==> config.mk <==
export PLATFORM = sky130hd
export DESIGN_NAME = slow_clk_meter
export DESIGN_NICKNAME = d
export VERILOG_FILES = /design/src/rtl/slow_clk_meter_pkg.sv /design/src/rtl/slow_clk_meter_sync_edge_detect.sv /design/src/rtl/slow_clk_meter.sv
export SDC_FILE = /design/constraint.sdc
export NUM_CORES = 1
export LEC_CHECK = 0
export BUFFER_PORTS_ARGS = -buffer_cell sky130_fd_sc_hd__buf_2
export CAP_MARGIN = 10
export CORE_ASPECT_RATIO = 0.6
export CORE_UTILIZATION = 47
export CTS_BUF_LIST = sky130_fd_sc_hd__clkbuf_4 sky130_fd_sc_hd__clkbuf_8
export CTS_CLUSTER_SIZE = 20
export DETAILED_ROUTE_END_ITERATION = 8
export GPL_ROUTABILITY_DRIVEN = 0
export GPL_TIMING_DRIVEN = 0
export PLACE_DENSITY_LB_ADDON = 0.05
export SKIP_CTS_REPAIR_TIMING = 1
export SLEW_MARGIN = 10
export SYNTH_ARGS = -nofsm -noshare
export SYNTH_HDL_FRONTEND = slang
export SYNTH_HIERARCHICAL = 1
export SYNTH_SLANG_ARGS = --single-unit
==> constraint.sdc <==
create_clock -name clk -period 5.9 [get_ports clk]
set_input_delay 1.18 -clock clk [delete_from_list [all_inputs] [get_ports clk]]
set_output_delay 1.18 -clock clk [all_outputs]
set_load 0.01 [all_outputs]
==> src/rtl/slow_clk_meter_pkg.sv <==
// Shared types and constants for the slow clock frequency meter.
//
// Contents:
//   state_e           measurement FSM states (idle, arm, gate, done)
//   filter_len        consecutive identical samples the optional glitch filter needs
//   calc_gate_cycles  fast-clock cycles in one gate window
package slow_clk_meter_pkg;

  typedef enum logic [1:0] {
    StIdle,
    StArm,
    StGate,
    StDone
  } state_e;

  localparam int unsigned filter_len = 3;

  // Number of system clock cycles in one gate window of gate_ms milliseconds.
  function automatic int unsigned calc_gate_cycles(input int unsigned fast_clk_mhz,
                                                   input int unsigned gate_ms);
    return fast_clk_mhz * 1000 * gate_ms;
  endfunction

endpackage

==> src/rtl/slow_clk_meter_sync_edge_detect.sv <==
// Synchronizer, optional glitch filter and rising-edge detector for the measured input.
//
// Ports:
//   clk         in   system clock
//   rst         in   synchronous active-high reset
//   meas_clk    in   asynchronous slow signal to measure
//   edge_pulse  out  one-cycle pulse per detected rising edge
//
// Build option: define SLOW_CLK_METER_FILTER_EN to insert a glitch filter that only changes
// level after filter_len consecutive identical synced samples (adds filter_len cycles latency).
module slow_clk_meter_sync_edge_detect
  import slow_clk_meter_pkg::*;
#(
  parameter int unsigned sync_stages = 2  // at least 2
) (
  input  logic clk,
  input  logic rst,
  input  logic meas_clk,
  output logic edge_pulse
);

  logic [sync_stages-1:0] sync_q;
  logic                   synced;
  logic                   level;
  logic                   prev_q;
  logic                   edge_q;

  always_ff @(posedge clk) begin
    if (rst) begin
      sync_q <= '0;
    end else begin
      sync_q <= {sync_q[sync_stages-2:0], meas_clk};
    end
  end

  assign synced = sync_q[sync_stages-1];

`ifdef SLOW_CLK_METER_FILTER_EN
  // The current synced sample plus the previous filter_len-1 samples form the vote window,
  // so a new level is accepted exactly filter_len cycles after it first appears.
  logic [filter_len-2:0] hist_q;
  logic                  filt_q;

  always_ff @(posedge clk) begin
    if (rst) begin
      hist_q <= '0;
      filt_q <= 1'b0;
    end else begin
      hist_q <= {hist_q[filter_len-3:0], synced};
      if (synced && (&hist_q)) begin
        filt_q <= 1'b1;
      end else if (!synced && !(|hist_q)) begin
        filt_q <= 1'b0;
      end
    end
  end

  assign level = filt_q;
`else
  assign level = synced;
`endif

  always_ff @(posedge clk) begin
    if (rst) begin
      prev_q <= 1'b0;
      edge_q <= 1'b0;
    end else begin
      prev_q <= level;
      edge_q <= level & ~prev_q;
    end
  end

  assign edge_pulse = edge_q;

endmodule

==> src/rtl/slow_clk_meter.sv <==
// Slow clock frequency meter: counts rising edges of meas_clk over a gate window timed by clk.
// With gate_ms = 1000 the reported count is the input frequency in Hz.
//
// Ports:
//   clk         in   system clock (fast_clk_mhz MHz)
//   rst         in   synchronous active-high reset
//   meas_clk    in   asynchronous signal to measure (must stay below clk/4)
//   start       in   single-cycle request for one measurement (ignored while busy)
//   continuous  in   level; while high, measurements repeat back-to-back
//   busy        out  high while a measurement is in progress (arm, gate, done)
//   edge_pulse  out  one-cycle pulse per detected rising edge of meas_clk
//   freq_valid  out  one-cycle pulse when a new result is presented
//   freq_count  out  last completed edge count, held until the next result
//   overflow    out  result saturated; updated together with freq_count
//
// Build option: SLOW_CLK_METER_FILTER_EN enables the input glitch filter in the edge detector.
module slow_clk_meter
  import slow_clk_meter_pkg::*;
#(
  parameter int unsigned fast_clk_mhz = 50,
  parameter int unsigned gate_ms      = 1000,
  parameter int unsigned w_count      = 32,
  parameter int unsigned sync_stages  = 2
) (
  input  logic               clk,
  input  logic               rst,
  input  logic               meas_clk,
  input  logic               start,
  input  logic               continuous,
  output logic               busy,
  output logic               edge_pulse,
  output logic               freq_valid,
  output logic [w_count-1:0] freq_count,
  output logic               overflow
);

  localparam int unsigned gate_cycles = calc_gate_cycles(fast_clk_mhz, gate_ms);
  localparam int unsigned gate_w      = $clog2(gate_cycles + 1);
  localparam logic [gate_w-1:0] gate_load = gate_w'(gate_cycles - 1);

  state_e               state_q, state_d;
  logic [gate_w-1:0]    gate_q, gate_d;
  logic [w_count-1:0]   cnt_q, cnt_d;
  logic                 ovf_q, ovf_d;
  logic [w_count-1:0]   freq_count_q, freq_count_d;
  logic                 overflow_q, overflow_d;
  logic                 freq_valid_q, freq_valid_d;

  slow_clk_meter_sync_edge_detect #(
    .sync_stages(sync_stages)
  ) u_sync_edge_detect (
    .clk       (clk),
    .rst       (rst),
    .meas_clk  (meas_clk),
    .edge_pulse(edge_pulse)
  );

  always_comb begin
    state_d      = state_q;
    gate_d       = gate_q;
    cnt_d        = cnt_q;
    ovf_d        = ovf_q;
    freq_count_d = freq_count_q;
    overflow_d   = overflow_q;
    freq_valid_d = 1'b0;

    unique case (state_q)
      StIdle: begin
        if (start || continuous) begin
          state_d = StArm;
        end
      end

      StArm: begin
        cnt_d   = '0;
        ovf_d   = 1'b0;
        gate_d  = gate_load;
        state_d = StGate;
      end

      StGate: begin
        if (edge_pulse) begin
          if (&cnt_q) begin
            ovf_d = 1'b1;
          end else begin
            cnt_d = cnt_q + 1'b1;
          end
        end
        if (gate_q == '0) begin
          // Last gate cycle: capture the result (including an edge on this cycle) so that
          // freq_count, overflow and freq_valid are all visible during the done cycle.
          state_d      = StDone;
          freq_count_d = cnt_d;
          overflow_d   = ovf_d;
          freq_valid_d = 1'b1;
        end else begin
          gate_d = gate_q - 1'b1;
        end
      end

      StDone: begin
        state_d = continuous ? StArm : StIdle;
      end

      default: begin
        state_d = StIdle;
      end
    endcase
  end

  always_ff @(posedge clk) begin
    if (rst) begin
      state_q      <= StIdle;
      gate_q       <= '0;
      cnt_q        <= '0;
      ovf_q        <= 1'b0;
      freq_count_q <= '0;
      overflow_q   <= 1'b0;
      freq_valid_q <= 1'b0;
    end else begin
      state_q      <= state_d;
      gate_q       <= gate_d;
      cnt_q        <= cnt_d;
      ovf_q        <= ovf_d;
      freq_count_q <= freq_count_d;
      overflow_q   <= overflow_d;
      freq_valid_q <= freq_valid_d;
    end
  end

  assign busy       = (state_q != StIdle);
  assign freq_valid = freq_valid_q;
  assign freq_count = freq_count_q;
  assign overflow   = overflow_q;

endmodule

==> results.md, run 1 <==
* Status: complete, but fails checks
* Failing checks: design-rule violations
* Count of final setup violators at 0
* CP arrival at a little under 3 ns
* WHS Endpoint: u_sync_edge_detect/edge_pulse$_SDFF_PP0_
* Layout overhead on the synthesized area at 11.17%
* Fillers at ~1000
* Share of cells above drive strength 1 at 20.73%
* Yosys top cell by area: dfxtp_1
* Clock transition at the registers of the reported paths at around 0.090 ns
* Final Skew at roughly 0.0098 ns
* Max Cap Viol at 0
* Clk Latency, worst-skew pair at ~0.36 ns
* Syn_nets at between 600 and 700
* Placed cells at 780
* Cells after synthesis at approximately 600
* RSZ-0062 raised after global routing: false
* Worst min-delay path class: flop to flop
* Crit path cell chain: inv_1, ha_1, nand2_1, clkbuf_1, nor2_1, clkbuf_1, a21oi_1, a31oi_1
* Endpoints failing hold at 0
* Psw at a little under 0.9 mW
* Seq pwr share at roughly 39%
* CP most frequent cell: clkbuf_1
* Die Wd at between 100 and 150 um
* FF-to-FF End: cnt_q[28]$_SDFFE_PP0P_
* Initial Util at about half
* Clock tree buffer depth at 2
* CORE AREA at 0.01074 mm^2
* Antenna diodes at 0
* Gate power share at 39.3%
* CP delay by family, top: buffers and inverters
* WL/cell at ~19 um
* RR Startpoint: state_q[0]$_SDFFE_PP0P_
* Final Net Count at 663
* Setup TNS at 0 ns
* CTS Buf Count at 9
* Synth top area share at between 30% and 40%
* Synth area leaders: dfxtp_1, a211oi_2, a21oi_1
* Max stage delay on crit path at approximately 0.55 ns
* Maximum VDD drop at ~0.18 mV
* Root Buffer: clkbuf_8
* Number of synthesized flops with an enable pin at 0
* # H-tree levels at 3
* Detail Route Antenna Nets at 0
* Minimum clock period at roughly 2.7 ns
* Asr flop ratio synth at 0%
* Boundary Pins at a little over 40
* Standard-cell row count at 29
* Pin count of the biggest net entering global routing at 16
* Crit path buf inv count at 3
* Worst reg2reg path depth at 8
* Power share of the clock group at about 22%
* Fmax at 376.7 MHz
* Initial DRC count at roughly 400
* DP HPWL at around 11 mm
* GRT Util Overall at between 20% and 30%
* Post-synthesis sequential area ratio at 37.55%
* Worst path required time at 6.19 ns
* Mean Syn Cell Area at slightly below 9 um^2
* WL final at about 15 mm
* Switch share at 41.07%
* Slew Limit Fails at 0
* Critical path class: flop to flop
* Grt total ovfl at 0
* Final core occ at 54.62%
* Prevailing post-synth register cell: dfxtp_1
* Worst-margin pin slew at 0.8655 ns
* Power, Total at approximately 2.2 mW
* Element type at the critical path end: flop
* Vias/cell at 6.001
* Tcrit/Tclk final at between 40% and 50%
* Max-slew headroom at 42.09%
* DRC viols at 6
* Clock sinks at between 90 and 100
* Hold Path Stages at 1
* Die Ht at approximately 84 um
* Distinct cells, synth at 67
* DR vias at ~4800
* Max Fanout on Critical Path at 10
* Pleak at 2.085 nW
* Drt first pass iters at 7
* CTS tree: yes
* CP max stage cell: clkbuf_1
* Die area at 0.01167 mm^2
* Post-Syn Area at between 0.005 and 0.006 mm^2
* Vias in the first global route at approximately 4400
* Min-Delay Startpoint: u_sync_edge_detect/prev_q$_SDFF_PP0_
* First-pass GRT wire length at between 20 and 25 mm
* Synth Register Bits at between 90 and 100
* Pwr/cell area at around 370 mW/mm^2
* Yosys warns at 6
* Cell Count, Final, Fillers Out at about 800
* Internal power at roughly 1.3 mW
* Critical Path Start Type: flop
* Reg2reg setup slack at between 3 and 4 ns
* Initial antenna violation count at 0
* PortBufs at 40
placed cells by master, fill, tap and decap left out, types with 6 or more instances in the layout:
| master | n |
|---|---|
| a211oi_2 | 27 |
| a21oi_1 | 51 |
| a31oi_1 | 13 |
| and2_1 | 9 |
| and3_1 | 9 |
| buf_2 | 49 |
| buf_6 | 9 |
| clkbuf_1 | 16 |
| clkbuf_8 | 10 |
| dfxtp_1 | 99 |
| ha_1 | 6 |
| inv_1 | 18 |
| nand2_1 | 40 |
| nand3_1 | 26 |
| nand4_1 | 14 |
| nor2_1 | 66 |
| nor3_1 | 8 |
| o21ai_0 | 24 |
| or3_1 | 18 |
| xnor2_1 | 17 |
| xor2_1 | 25 |
per-stage QoR:
step	hold slack [ns]	worst slack (ns)	area, um^2
floorplan	0.3868	3.829	5278
global placement	0.3957	3.240	5652
detailed placement	0.3977	3.204	5652
CTS	0.4137	3.325	5867
global route	0.4196	3.000	5867
finish	0.4113	3.245	5867
how the worst max path moves through the flow:
stage | cells after the start | endpoint | from
after floorplan | 4 | cnt_q[11]$_SDFFE_PP0P_ | rst
after global placement | 5 | cnt_q[14]$_SDFFE_PP0P_ | rst
after detailed placement | 5 | cnt_q[14]$_SDFFE_PP0P_ | rst
after CTS | 8 | cnt_q[28]$_SDFFE_PP0P_ | state_q[0]$_SDFFE_PP0P_
after global routing | 8 | cnt_q[9]$_SDFFE_PP0P_ | state_q[0]$_SDFFE_PP0P_
final | 8 | cnt_q[28]$_SDFFE_PP0P_ | state_q[0]$_SDFFE_PP0P_
metal layers:
| metal | GRT usage, % | up-vias | share of wire (%) |
|---|---|---|---|
| met5 | 0 | - | 0 |
| met4 | 6.263 | 0 | 1.0 |
| met3 | 5.852 | 15 | 7.9 |
| met2 | 36.82 | 202 | 40 |
| met1 | 38.92 | 2282 | 51 |
| li1 | - | 2272 | - |
cell type report:
cell class	instances	area (um^2)	share of cell area [%]
buffer	37	229.0	3.903
clock buffer	10	137.6	2.346
clock inverter	5	77.57	1.322
inverter	19	71.32	1.216
multi-input combinational	446	2995	51.06
sequential	99	1982	33.78
tap	139	173.9	2.964
timing repair buffer	40	200.2	3.412
cell families after synthesis:
logic type | Yosys count | synth area share, %
buffers and inverters | 56 | 5.690
and+or+nand+nor | 245 | 27.12
DFF | 99 | 37.55
AOI/OAI and AO/OA | 150 | 20.65
muxes | 3 | 0.5927
adders and majority gates | 6 | 1.422
xor gates and xnor gates | 42 | 6.970
power groups by stage:
stage	clock network [mW]	registers, mW	logic, mW
detailed placement	0	0.844	0.824
global placement	0	0.839	0.805
finish	0.477	0.831	0.848
CTS	0.491	0.829	0.831
floorplan	0	0.829	0.590
global route	0.516	0.843	0.929
cells in the mapped netlist (2+ instances only):
library cell / count
ha_1: 6
nand2b_1: 3
a31oi_1: 13
and3_1: 9
and4_1: 5
nand2_1: 40
nor4_1: 4
nand3_2: 4
a22oi_1: 4
xnor2_1: 17
inv_1: 18
mux2i_1: 2
xor2_1: 25
nor4_2: 5
buf_4: 3
o31ai_1: 4
nand4_2: 4
o21bai_1: 2
nor4_4: 4
buf_2: 9
nor2_1: 66
nand4b_1: 4
o32ai_1: 2
a211oi_2: 27
nor3_1: 8
or3_1: 18
nand4_1: 14
nand3_1: 26
dfxtp_1: 99
or4_1: 4
buf_6: 9
nor2b_1: 4
nand3b_1: 2
and2_1: 9
clkbuf_1: 16
o21ai_0: 24
a211oi_1: 3
o211ai_1: 5
a21oi_1: 51
or2_2: 2
flip-flops by register name, indices dropped and copies added, names as in the netlist:
register	cells
u_sync_edge_detect/sync_q	2
gate_q	26
state_q	2
freq_count	32
overflow	1
u_sync_edge_detect/edge_pulse	1
u_sync_edge_detect/prev_q	1
freq_valid	1
ovf_q	1
cnt_q	32
No activity file was read; power rests on OpenSTA's default activity.
==> run 2, diff against run 1 <==
Clock period 5.9 ns to 2.5 ns, I/O delays scaled along.
==> run 2 against run 1 <==
Largest power group unchanged. The flow still finishes with violations (design-rule violations). First-iteration DRC count grew 2.7%. Global-route usage is the same. Total power grew 140%. Die area is the same. Count of clock-buffer cells in the layout is the same. Non-clock buffer count shrank 1. Combinational power grew 140%. Wire length grew 0.53%. Cell area grew 1.2%. Sequential share of layout area shrank 0.40 points. Setup slack lost 3.1 ns.
==> results.md, run 2 (synthesis results as in run 1) <==
* Initial DRC count at 413 (+2.7%)
* Boundary Pins at 41 (unchanged)
* DR vias at 4816 (+0.94%)
* Endpoints failing hold at 0 (unchanged)
* Clock sinks at 99 (unchanged)
* # H-tree levels at 3 (unchanged)
* Die Ht at 84.08 um (unchanged)
* Grt met2 use at 36.82% (unchanged)
* Clock tree buffer depth at 2 (unchanged)
* CP max stage cell: nor4_4
* Maximum VDD drop at 0.4549 mV (+150%)
* Die Wd at 138.8 um (unchanged)
* Initial Util at 49.14% (unchanged)
* WL/cell at 18.74 um (+0.66%)
* Met3 GRT Util at 5.852% (unchanged)
* CP arrival at 2.61 ns (-0.34 ns)
* Hold Path Stages at 2 (+1)
* Critical path class: flop to flop
* Standard-cell row count at 29 (unchanged)
* GRT Max-Usage Layer: met1
* Pleak at 2.117 nW (+1.5%)
* Fmax at 420.1 MHz (+12%)
* Max stage delay on crit path at 0.62 ns (+0.07 ns)
* Element type at the critical path end: flop
* Max Cap Viol at 0 (unchanged)
* PortBufs at 40 (unchanged)
* Final Skew at 0.01105 ns (+0.001242 ns)
* Worst Hold Slack at 0.3432 ns (-0.06809 ns)
* Tcrit/Tclk final at 95.23% (+50 points)
* Slew Limit Fails at 0 (unchanged)
* Reg2reg setup slack at 0.12 ns (-3.13 ns)
* Vias in the first global route at 4356 (unchanged)
* Share of cells above drive strength 1 at 21.68% (+0.95 points)
* Count of final setup violators at 0 (unchanged)
* Commonest non-fill, non-tap cell in the layout: dfxtp_1
* Detail Route Antenna Nets at 0 (unchanged)
* Clk Latency, worst-skew pair at 0.37 ns (about the same)
* Setup TNS at 0 ns (unchanged)
* Pin count of the biggest net entering global routing at 16 (unchanged)
* WHS Endpoint: u_sync_edge_detect/sync_q[0]$_SDFF_PP0_
* Status: complete, but fails checks
* Worst reg2reg path depth at 6 (-2)
* Worst path required time at 2.73 ns (-3.46 ns)
* CTS tree: yes
* Initial antenna violation count at 0 (unchanged)
* CTS Buf Count at 9 (unchanged)
* Critical Path Start Type: flop
* DRC viols at 6 (unchanged)
* GRT Util Overall at 25.91% (unchanged)
* Die area at 0.01167 mm^2 (unchanged)
* DP HPWL at 10.68 mm (unchanged)
* PnR worst setup slack at 0.1193 ns (-3.126 ns)
* Drt first pass iters at 7 (unchanged)
* Vias/cell at 6.065 (+1.1%)
* Most frequent cells in the layout: dfxtp_1, nor2_1, a21oi_1
* Max Fanout on Critical Path at 9 (-1)
* Antenna diodes at 0 (unchanged)
* Layout overhead on the synthesized area at 12.49%
* Worst min-delay path class: input port to flop
* RR Startpoint: cnt_q[27]$_SDFFE_PP0P_
* Worst-margin pin slew at 0.9118 ns (+0.04632 ns)
* Clock transition at the registers of the reported paths at 0.09 ns (about the same)
* Met1 Use GR at 38.92% (unchanged)
* Minimum clock period at 2.381 ns (-0.2740 ns)
* FF-to-FF End: freq_count[7]$_SDFFE_PP0P_
* Grt total ovfl at 0 (unchanged)
* Fillers at 1004 (-0.40%)
* Dpl ws at -0.05720 ns (-3.261 ns)
* Multi-input combinational cell area at 0.003062 mm^2 (+2.2%)
* Root Buffer: clkbuf_8
* Min-Delay Startpoint: meas_clk
* Max-slew headroom at 38.99% (-3.1 points)
* First-pass GRT wire length at 23.47 mm (unchanged)
* Sequential cell area at 0.001982 mm^2 (unchanged)
* Crit path cell chain: nand4_2, nor4_4, nand4_4, nand3_1, xor2_1, a211oi_2
* Pwr/cell area at 872.1 mW/mm^2 (+140%)
* CORE AREA at 0.01074 mm^2 (unchanged)
* Final Net Count at 662 (-0.15%)
* WL final at 14.88 mm (+0.53%)
* Failing checks: design-rule violations
-- run 2: where the power goes --
group / switching, mW / leakage, nW / total [mW] / internal, mW
combinational: 1.39 / 1.21 / 2.07 / 0.683
clock: 0.546 / 0.108 / 1.13 / 0.582
sequential: 0.210 / 0.802 / 1.98 / 1.77
-- run 2: critical path, delay by kind of cell (launching register included) --
family,cells,cell delay [ns]
AO/OA/AOI/OAI,1,0.10
XOR/XNOR,1,0.26
flip-flops,1,0.46
AND/OR/NAND/NOR,4,1.41
-- run 2: how the worst max path moves through the flow --
stage	startpoint	endpoint	cells after the start
2_1_floorplan	gate_q[0]$_SDFFE_PP0P_	gate_q[6]$_SDFFE_PP0P_	8
3_3_place_gp	state_q[0]$_SDFFE_PP0P_	cnt_q[31]$_SDFFE_PP0P_	8
3_5_place_dp	state_q[0]$_SDFFE_PP0P_	cnt_q[17]$_SDFFE_PP0P_	8
4_1_cts	state_q[0]$_SDFFE_PP0P_	cnt_q[28]$_SDFFE_PP0P_	8
5_1_grt	state_q[0]$_SDFFE_PP0P_	gate_q[3]$_SDFFE_PP0P_	9
6_report	cnt_q[27]$_SDFFE_PP0P_	freq_count[7]$_SDFFE_PP0P_	6
-- run 2: layout make-up --
type / instances / area share, %
Clock inverter: 5 / 1.307
Inverter: 19 / 1.264
Sequential cell: 99 / 33.38
Clock buffer: 10 / 2.318
Timing Repair Buffer: 40 / 3.372
Tap cell: 139 / 2.929
Multi-Input combinational cell: 446 / 51.57
Buffer: 36 / 3.857
-- run 2: per-stage QoR --
step	power (mW)	cells	cell area, um^2	util [%]
2_1_floorplan	3.350	601	5278	-
3_3_place_gp	3.879	780	5652	52.62
3_5_place_dp	3.936	780	5652	52.62
4_1_cts	5.075	795	5867	54.62
5_1_grt	5.483	794	5937	55.28
6_report	5.178	794	5937	55.28
-- run 2: metal layers --
layer / vias up / share of wire, %
met2: 209 / 40
met4: 0 / 1.0
met1: 2315 / 51
met5: - / 0
li1: 2276 / -
met3: 16 / 8.0
